--- config.mk ---
export PLATFORM = sky130hd
export DESIGN_NAME = dmem_arbiter
export DESIGN_NICKNAME = d
export VERILOG_FILES = /design/src/rtl/dmem_arb_pkg.sv /design/src/rtl/arb_starve_counter.sv /design/src/rtl/dmem_arbiter.sv
export SDC_FILE = /design/constraint.sdc
export NUM_CORES = 1
export LEC_CHECK = 0
export BUFFER_PORTS_ARGS = -buffer_cell sky130_fd_sc_hd__buf_2
export CORE_AREA = 2 2 116 118
export DETAILED_ROUTE_END_ITERATION = 7
export DIE_AREA = 0 0 118 120
export PLACE_DENSITY = 0.69
export SLEW_MARGIN = 10
export SYNTH_ARGS = -nofsm -noshare
export SYNTH_HDL_FRONTEND = slang
export SYNTH_HIERARCHICAL = 1
export SYNTH_SLANG_ARGS = --single-unit
--- constraint.sdc ---
create_clock -name clk -period 2.6 [get_ports clk]
set_input_delay 0.13 -clock clk [delete_from_list [all_inputs] [get_ports clk]]
set_output_delay 0.13 -clock clk [all_outputs]
set_load 0.1 [all_outputs]
--- src/rtl/dmem_arb_pkg.sv ---
// Shared encodings and sizing constants for the data-memory arbiter and its helpers.
package dmem_arb_pkg;

    localparam logic [0:0] ST_IDLE    = 1'b0;
    localparam logic [0:0] ST_RD_WAIT = 1'b1;

    typedef enum logic {
        OWN_CPU = 1'b0,
        OWN_DBG = 1'b1
    } owner_e;

    localparam int MEM_LAT_MAX = 4;
    localparam int LAT_W       = 3;
    localparam int STARVE_W    = 4;

endpackage

--- src/rtl/arb_starve_counter.sv ---
// Saturating event counter with synchronous clear and a saturation flag.
module arb_starve_counter #(
    parameter int W   = 4,
    parameter int MAX = 4
) (
    input  logic         clk,
    input  logic         rst,
    input  logic         inc,
    input  logic         clr,
    output logic [W-1:0] cnt,
    output logic         sat
);

    localparam logic [W-1:0] MAX_V = W'(MAX);

    assign sat = (cnt >= MAX_V);

    // NOTE: sequential state uses non-blocking assignments so every flop samples pre-edge values.
    always_ff @(posedge clk or negedge rst) begin
        if (!rst) begin
            cnt <= '0;
        end else if (clr) begin
            cnt <= '0;
        end else if (inc && !sat) begin
            cnt <= cnt + 1'b1;
        end
    end

endmodule

--- src/rtl/dmem_arbiter.sv ---
// Shares single-port data memory between the pipeline MEM stage and a debug port,
// sequencing multi-cycle reads and bounding debug starvation.
module dmem_arbiter
    import dmem_arb_pkg::*;
#(
    parameter int ADDR_W     = 32,
    parameter int DATA_W     = 32,
    parameter int MEM_LAT    = 1,
    parameter int STARVE_MAX = 4
) (
    input  logic              clk,
    input  logic              rst,
    input  logic              cpu_req,
    input  logic              cpu_we,
    input  logic [ADDR_W-1:0] cpu_addr,
    input  logic [DATA_W-1:0] cpu_wdata,
    output logic              cpu_stall,
    output logic [DATA_W-1:0] cpu_rdata,
    output logic              cpu_rvalid,
    input  logic              dbg_req,
    input  logic              dbg_we,
    input  logic [ADDR_W-1:0] dbg_addr,
    input  logic [DATA_W-1:0] dbg_wdata,
    output logic              dbg_gnt,
    output logic [DATA_W-1:0] dbg_rdata,
    output logic              dbg_rvalid,
    output logic [ADDR_W-1:0] mem_addr,
    output logic [DATA_W-1:0] mem_wdata,
    output logic              mem_read,
    output logic              mem_write,
    input  logic [DATA_W-1:0] mem_rdata
);

    localparam logic [LAT_W-1:0] LAT_INIT = LAT_W'(MEM_LAT - 1);

    logic [0:0]          state;
    owner_e              owner;
    logic [LAT_W-1:0]    lat_cnt;
    logic [ADDR_W-1:0]   addr_q;
    logic [STARVE_W-1:0] starve_cnt;
    logic                starve_sat;

    logic   idle;
    logic   cpu_eligible;
    logic   dbg_eligible;
    logic   dbg_win;
    logic   cpu_win;
    logic   issue;
    logic   issue_we;
    logic   capture;
    owner_e cap_owner;

    assign idle         = (state == ST_IDLE);
    assign cpu_eligible = cpu_req & ~cpu_rvalid;
    assign dbg_eligible = dbg_req & ~dbg_rvalid;

    // Reset gates the issue path so nothing reaches memory while rst is held low.
    assign dbg_win  = rst & idle & dbg_eligible & (starve_sat | ~cpu_eligible);
    assign cpu_win  = rst & idle & cpu_eligible & ~dbg_win;
    assign issue    = cpu_win | dbg_win;
    assign issue_we = dbg_win ? dbg_we : cpu_we;

    assign dbg_gnt   = dbg_win;
    assign cpu_stall = rst & cpu_req & ~(cpu_win & cpu_we) & ~cpu_rvalid;

    assign capture   = (issue & ~issue_we & (MEM_LAT == 1)) |
                       ((state == ST_RD_WAIT) & (lat_cnt == LAT_W'(1)));
    assign cap_owner = (state == ST_RD_WAIT) ? owner : (dbg_win ? OWN_DBG : OWN_CPU);

    // NOTE: every output of this block gets a default first, otherwise a latch is inferred.
    always_comb begin
        mem_addr  = '0;
        mem_wdata = '0;
        mem_read  = 1'b0;
        mem_write = 1'b0;
        if (state == ST_RD_WAIT) begin
            mem_addr = addr_q;
            mem_read = 1'b1;
        end else if (issue) begin
            mem_addr  = dbg_win ? dbg_addr  : cpu_addr;
            mem_wdata = dbg_win ? dbg_wdata : cpu_wdata;
            mem_write = issue_we;
            mem_read  = ~issue_we;
        end
    end

    arb_starve_counter #(
        .W   (STARVE_W),
        .MAX (STARVE_MAX)
    ) u_starve (
        .clk (clk),
        .rst (rst),
        .inc (cpu_win & dbg_req),
        .clr (dbg_win),
        .cnt (starve_cnt),
        .sat (starve_sat)
    );

    // NOTE: the read-data holding registers are plain flops, so they are cleared by reset like the rest.
    always_ff @(posedge clk or negedge rst) begin
        if (!rst) begin
            state      <= ST_IDLE;
            owner      <= OWN_CPU;
            lat_cnt    <= '0;
            addr_q     <= '0;
            cpu_rdata  <= '0;
            dbg_rdata  <= '0;
            cpu_rvalid <= 1'b0;
            dbg_rvalid <= 1'b0;
        end else begin
            cpu_rvalid <= capture & (cap_owner == OWN_CPU);
            dbg_rvalid <= capture & (cap_owner == OWN_DBG);
            if (capture && cap_owner == OWN_CPU) cpu_rdata <= mem_rdata;
            if (capture && cap_owner == OWN_DBG) dbg_rdata <= mem_rdata;

            if (state == ST_IDLE) begin
                if (issue && !issue_we && MEM_LAT > 1) begin
                    state   <= ST_RD_WAIT;
                    lat_cnt <= LAT_INIT;
                    addr_q  <= mem_addr;
                    owner   <= dbg_win ? OWN_DBG : OWN_CPU;
                end
            end else begin
                lat_cnt <= lat_cnt - 1'b1;
                if (lat_cnt == LAT_W'(1)) state <= ST_IDLE;
            end
        end
    end

    logic unused_starve;
    assign unused_starve = ^starve_cnt;

endmodule
==> flow_summary.yaml, run 1 <==
floorplan:
  die_area_um2: 14200
  die_y_um: 120
  start_util: 0.351
  ios: 300
  core_area_um2: 13000
  row_count: 42
  die_w_um: 118
logic_synthesis:
  yosys_warnings: 72
  syn_area_um2: 4560
  ys_seq_area_frac: 0.406
  netlist_instances: 532
  yosysUniqueCellTypes: 37
  postSynthNetCount: 701
  avgSynthCellArea_um2: 8.56
  ys_seq_elements: 74
power:
  vdd_ir_drop_max_mv: 0.971
  fin_total_pwr_mw: 7.01
  leakagePower_nw: 3.39
  p_per_area_nw_per_um2: 899
place:
  post-place-cells: 965
  place.gp.congestion: 0.819
  numPortBuffers: 299
  dp_hpwl_um: 12600
clock_network:
  cts.clk_slew.worst_paths_ps: 60
  numCtsBuffers: 9
  htree_num_levels: 3
  clock_latency_ps: 340
  clockRootBuffer: "clkbuf_16"
  clockBufferDepth: 2
  cts_tree: "done"
  clock_sinks: 74
  cts_setup_buffers: 0
timing:
  drv_slew: 0
  rsz0062_at_grt: "true"
  tightest_slew_ps: 742
  fin_skew_ps: 11.0
  fmax_mhz: 392
  finalHoldViolations: 0
  setup_tns_ps: 0
  period_needed_ps: 2550
  finalCritPeriodShare: 0.981
  setup_viol: 0
  max-slew-margin-rel: 0.505
final_layout:
  utilization: 0.601
  n_antenna_cell: 0
  area_growth_pct: 71.2
  drive_gt1_frac: 0.547
  fin_cells: 981
  nets: 970
min_path:
  hp-class: "primary input to flip-flop"
global_route:
  overflow: 0
  grt_use_total: 0.238
  first_global_vias: 5010
  grt_max_degree: 98
  grt_first_pass_wirelength_um: 27400
  grt_antenna_before_repair: 0
drt:
  post_drt_wl_per_cell_um: 17.7
  drt_pre_antenna_iters: 4
  totalWireLength_um: 17400
  vias: 5237
  vias_per_cell: 5.34
  ant_nets: 0
  drt_iter0_drc: 382
  drc: 0
setup_path:
  startpoint_type: "flip-flop"
  crit_fanout: 67
  arrival_ps: 2420
  critical_path_class: "flip-flop to primary output"
  crit_path_max_incr_delay_ps: 410
  crit_path_top_delay_cell: "dfrtp_1"
  required_ps: 2470
  worstPathCellList: "or2_2 > or3b_4 > buf_4 > nand3_1 > o21ai_2 > buf_12"
  cp-end-kind: "primary output"
status:
  outcome: "complete, no violations"
run:
  cap_violations: 0
layer usage:
layer,global-route usage,share of wire,vias to the layer above
met4,0.0678,0.015,0
met1,0.310,0.42,2507
met3,0.0390,0.062,21
li1,-,-,2483
met5,0,0,-
met2,0.410,0.50,226
critical path, delay by kind of cell (launching register included):
family                 cells  cell delay (ps)
AOI/OAI and AO/OA          1              100
DFF                        1              410
buffers and inverters      2              510
and+or+nand+nor            3             1020
kinds of logic after synthesis:
group / after synthesis / share of synthesized area
simple gates: 186 / 0.207
xor+xnor: 2 / 0.00385
buf+inv: 66 / 0.0706
mux: 34 / 0.0838
fa+ha+maj: 3 / 0.00824
compound gates: 167 / 0.220
flops: 74 / 0.406
path summary, 6_finish.rpt:
kind	from	to	slack (ps)	cells after the start
worst min register to register	dbg_rdata[21]	dbg_rdata[21]	490	1
worst min-delay path	mem_rdata[21]	dbg_rdata[21]	40	2
max in group asynchronous	rst	dbg_rvalid	1240	3
min in group asynchronous	rst	cpu_rdata[30]	260	2
worst max-delay path	u_starve/cnt[2]	mem_addr[4]	50	6
worst max register to register	u_starve/cnt[2]	u_starve/cnt[0]	460	6
cell usage in the layout, fill, tap and decap left out, drive strengths merged:
cell type	n
a211o	1
a21oi	3
a31oi	1
and3	1
and4bb	2
buf	317
clkbuf	13
clkinv	1
clkinvlp	1
dfrtp	74
dlygate4sd3	1
ha	3
inv	6
mux2	33
mux2i	1
nand2	67
nand2b	2
nand3	97
nand3b	4
nand4bb	2
nor2	4
nor2b	2
nor3	1
nor3b	2
o211ai	64
o21a	1
o21ai	97
or2	1
or3b	1
xnor2	1
xor2	1
synth_stat cells, drive strengths merged:
| master | n | area share |
|---|---|---|
| dfrtp | 74 | 0.41 |
| xor2 | 1 | 0.0019 |
| o211ai | 64 | 0.11 |
| xnor2 | 1 | 0.0019 |
| nand2b | 2 | 0.0027 |
| nand2 | 67 | 0.056 |
| nor3b | 2 | 0.0069 |
| nand4bb | 2 | 0.0085 |
| ha | 3 | 0.0082 |
| and4bb | 2 | 0.0055 |
| a21oi | 3 | 0.0033 |
| nor2 | 4 | 0.0033 |
| nand3 | 97 | 0.11 |
| o21a | 1 | 0.0016 |
| nor2b | 2 | 0.0027 |
| o21ai | 97 | 0.11 |
| a31oi | 1 | 0.0014 |
| a211o | 1 | 0.0019 |
| or2 | 1 | 0.0014 |
| buf | 22 | 0.034 |
| mux2 | 33 | 0.082 |
| or3b | 1 | 0.0019 |
| inv | 6 | 0.0049 |
| and3 | 1 | 0.0014 |
| mux2i | 1 | 0.0022 |
| nand3b | 4 | 0.0066 |
| nor3 | 1 | 0.0036 |
| clkbuf | 38 | 0.031 |
flip-flops by register name, indices dropped and copies added, names as in the netlist:
signal        count
cpu_rdata        32
dbg_rdata        32
u_starve/cnt      4
lat_cnt           3
cpu_rvalid        1
dbg_rvalid        1
state             1
per-stage QoR:
step / setup WS [ps] / hold slack, ps / cell area [um^2]
6_report: 49.6 / 41.6 / 7800
5_1_grt: -4.63 / 40.9 / 7800
4_1_cts: 49.2 / 35.7 / 7790
3_5_place_dp: 415 / 43.0 / 7490
3_3_place_gp: 407 / 39.4 / 7490
2_1_floorplan: -69.1 / -166 / 4860
report_power, final:
group	leakage [nW]	total (mW)	internal [mW]	switching, mW
combinational	2.37	4.22	0.904	3.31
sequential	0.880	1.63	1.44	0.187
clock	0.138	1.17	0.717	0.452
cell type report:
cell class	instances	area [um^2]
clock buffers	13	270
clock inverters	2	12.5
fillers	1166	5180
inverters	6	25.0
multi-input cells	392	2720
flip-flops and latches	74	1850
well taps	176	220
repair buffers	318	2700
timing repair:
item	4_1_cts	5_1_grt
endpoints found under the setup margin	0	4
hold endpoints to repair	15	0
gates resized for setup	0	2
hold buffers	1	0
Power figures use the tool's default switching activity.
==> inputs of run 2 (changes only) <==
==> constraint.sdc (replaced) <==
create_clock -name clk -period 2.8 [get_ports clk]
set_input_delay 0.14 -clock clk [delete_from_list [all_inputs] [get_ports clk]]
set_output_delay 0.14 -clock clk [all_outputs]
set_load 0.1 [all_outputs]
==> run 2 against run 1 <==
Against the previous run:
- clock power hardly changed
- final cell count up 0.82%
- wire length about the same
- first-iteration DRC count up 9.9%
- global-route usage up 0.32 points
- via count up 1.5%
- non-clock buffer count grew 7
- largest cell class is now buffers
- largest power group unchanged
- highest routed layer is now met5
==> flow_summary.yaml, run 2 (synthesized netlist as in run 1, its figures left out) <==
drt:
  totalWireLength_um: 17400
  vias: 5315
  drc: 0
  ant_nets: 0
  drt_pre_antenna_iters: 7
  post_drt_wl_per_cell_um: 17.6
  vias_per_cell: 5.37
  drt_iter0_drc: 420
global_route:
  grt_first_pass_wirelength_um: 27600
  grt_max_degree: 98
  grt_use_total: 0.242
  overflow: 0
  first_global_vias: 5144
  grt_antenna_before_repair: 1
floorplan:
  ios: 300
  die_w_um: 118
  core_area_um2: 13000
  start_util: 0.351
  die_area_um2: 14200
  row_count: 42
  die_y_um: 120
setup_path:
  cp-end-kind: "primary output"
  required_ps: 2660
  startpoint_type: "flip-flop"
  r2r_slack_ps: 570
  critical_path_class: "flip-flop to primary output"
  worstReg2RegEnd: "u_starve/cnt[0]"
  r2r-start: "state"
  arrival_ps: 2550
  cp-endpoint: "mem_wdata[20]"
  r2r_cells: 4
  startpoint: "u_starve/cnt[2]"
  crit_fanout: 32
place:
  dp_worst_setup_slack_ps: 456
  post-place-cells: 972
  place.gp.congestion: 0.828
  dp_hpwl_um: 12700
  numPortBuffers: 299
final_layout:
  layout_commonest_cell: "buf_2"
  area_growth_pct: 72.7
  fin_cells: 989
  nets: 977
  fillers: 1100
  n_antenna_cell: 0
  final_cell_mix: "231 x buf_2, 97 x nand3_1, 74 x dfrtp_1"
  drive_gt1_frac: 0.507
  reg_top3: "cpu_rdata x32, dbg_rdata x32, u_starve/cnt x4"
clock_network:
  clockBufferDepth: 2
  clockRootBuffer: "clkbuf_16"
  cts_tree: "done"
  htree_num_levels: 3
  clock_latency_ps: 330
  clock_sinks: 74
  cts.clk_slew.worst_paths_ps: 60
  numCtsBuffers: 9
timing:
  rsz0062_at_grt: "false"
  period_needed_ps: 2690
  setup_viol: 0
  fin_ws_ps: 114
  whs_ps: 46.5
  fin_skew_ps: 7.63
  max-slew-margin-rel: 0.465
  finalCritPeriodShare: 0.959
  drv_slew: 0
  finalHoldViolations: 0
  fmax_mhz: 372
  tightest_slew_ps: 803
min_path:
  worst_hold_path.num_cells: 2
  hp-class: "primary input to flip-flop"
power:
  fin_total_pwr_mw: 6.59
  vdd_ir_drop_max_mv: 0.898
  p_per_area_nw_per_um2: 837
  leakagePower_nw: 3.40
run:
  cap_violations: 0
status:
  outcome: "complete, no violations"
[run 2: critical path, stage by stage, from the launching register on]
cell	delay, ps
dfrtp_1	410
or2_2	350
or3b_4	400
nand2_2	120
inv_4	170
o21ai_1	510
buf_12	250
[run 2: power by group]
part	leakage, nW	total [mW]	switching [mW]	internal, mW
clock network	0.149	1.16	0.448	0.715
registers	0.883	1.50	0.168	1.34
logic	2.37	3.92	3.08	0.842
total	3.40	6.59	3.69	2.89
[run 2: final cells by class]
cell class | count | area, um^2 | share of cell area
Inverter | 6 | 25.0 | 0.00318
Tap cell | 176 | 220 | 0.0280
Timing Repair Buffer | 325 | 2740 | 0.349
Multi-Input combinational cell | 392 | 2720 | 0.346
Clock buffer | 10 | 239 | 0.0304
Clock inverter | 6 | 65.1 | 0.00827
Sequential cell | 74 | 1850 | 0.235
[run 2: per-layer routing]
| layer | global-route usage | vias to the layer above | wire [um] |
|---|---|---|---|
| li1 | - | 2497 | - |
| met1 | 0.309 | 2547 | 7060 |
| met2 | 0.415 | 246 | 8810 |
| met3 | 0.0499 | 23 | 1220 |
| met4 | 0.0678 | 2 | 302 |
| met5 | 0 | - | 11 |
[run 2: repair_timing]
item | CTS | global route
hold buffers | 1 | 0
gates resized for setup | 0 | 1
endpoints found under the setup margin | 0 | 1
buffers inserted | 0 | 0
endpoints found under the hold margin | 10 | 0
[run 2: worst min-delay path by stage]
stage | from | slack, ps | end
2_1_floorplan | rst | -160 | cpu_rdata[0]
3_3_place_gp | rst | 9 | state
3_5_place_dp | rst | 9 | state
4_1_cts | mem_rdata[21] | 40 | dbg_rdata[21]
5_1_grt | mem_rdata[21] | 50 | dbg_rdata[21]
6_report | mem_rdata[21] | 50 | dbg_rdata[21]
[run 2: through the flow]
stage / setup TNS (ps) / instance area (um^2) / util
floorplan: -14470 / 4880 / -
global placement: 0 / 7550 / 0.582
detailed placement: 0 / 7550 / 0.582
CTS: 0 / 7860 / 0.606
global route: 0 / 7870 / 0.606
finish: 0 / 7870 / 0.606
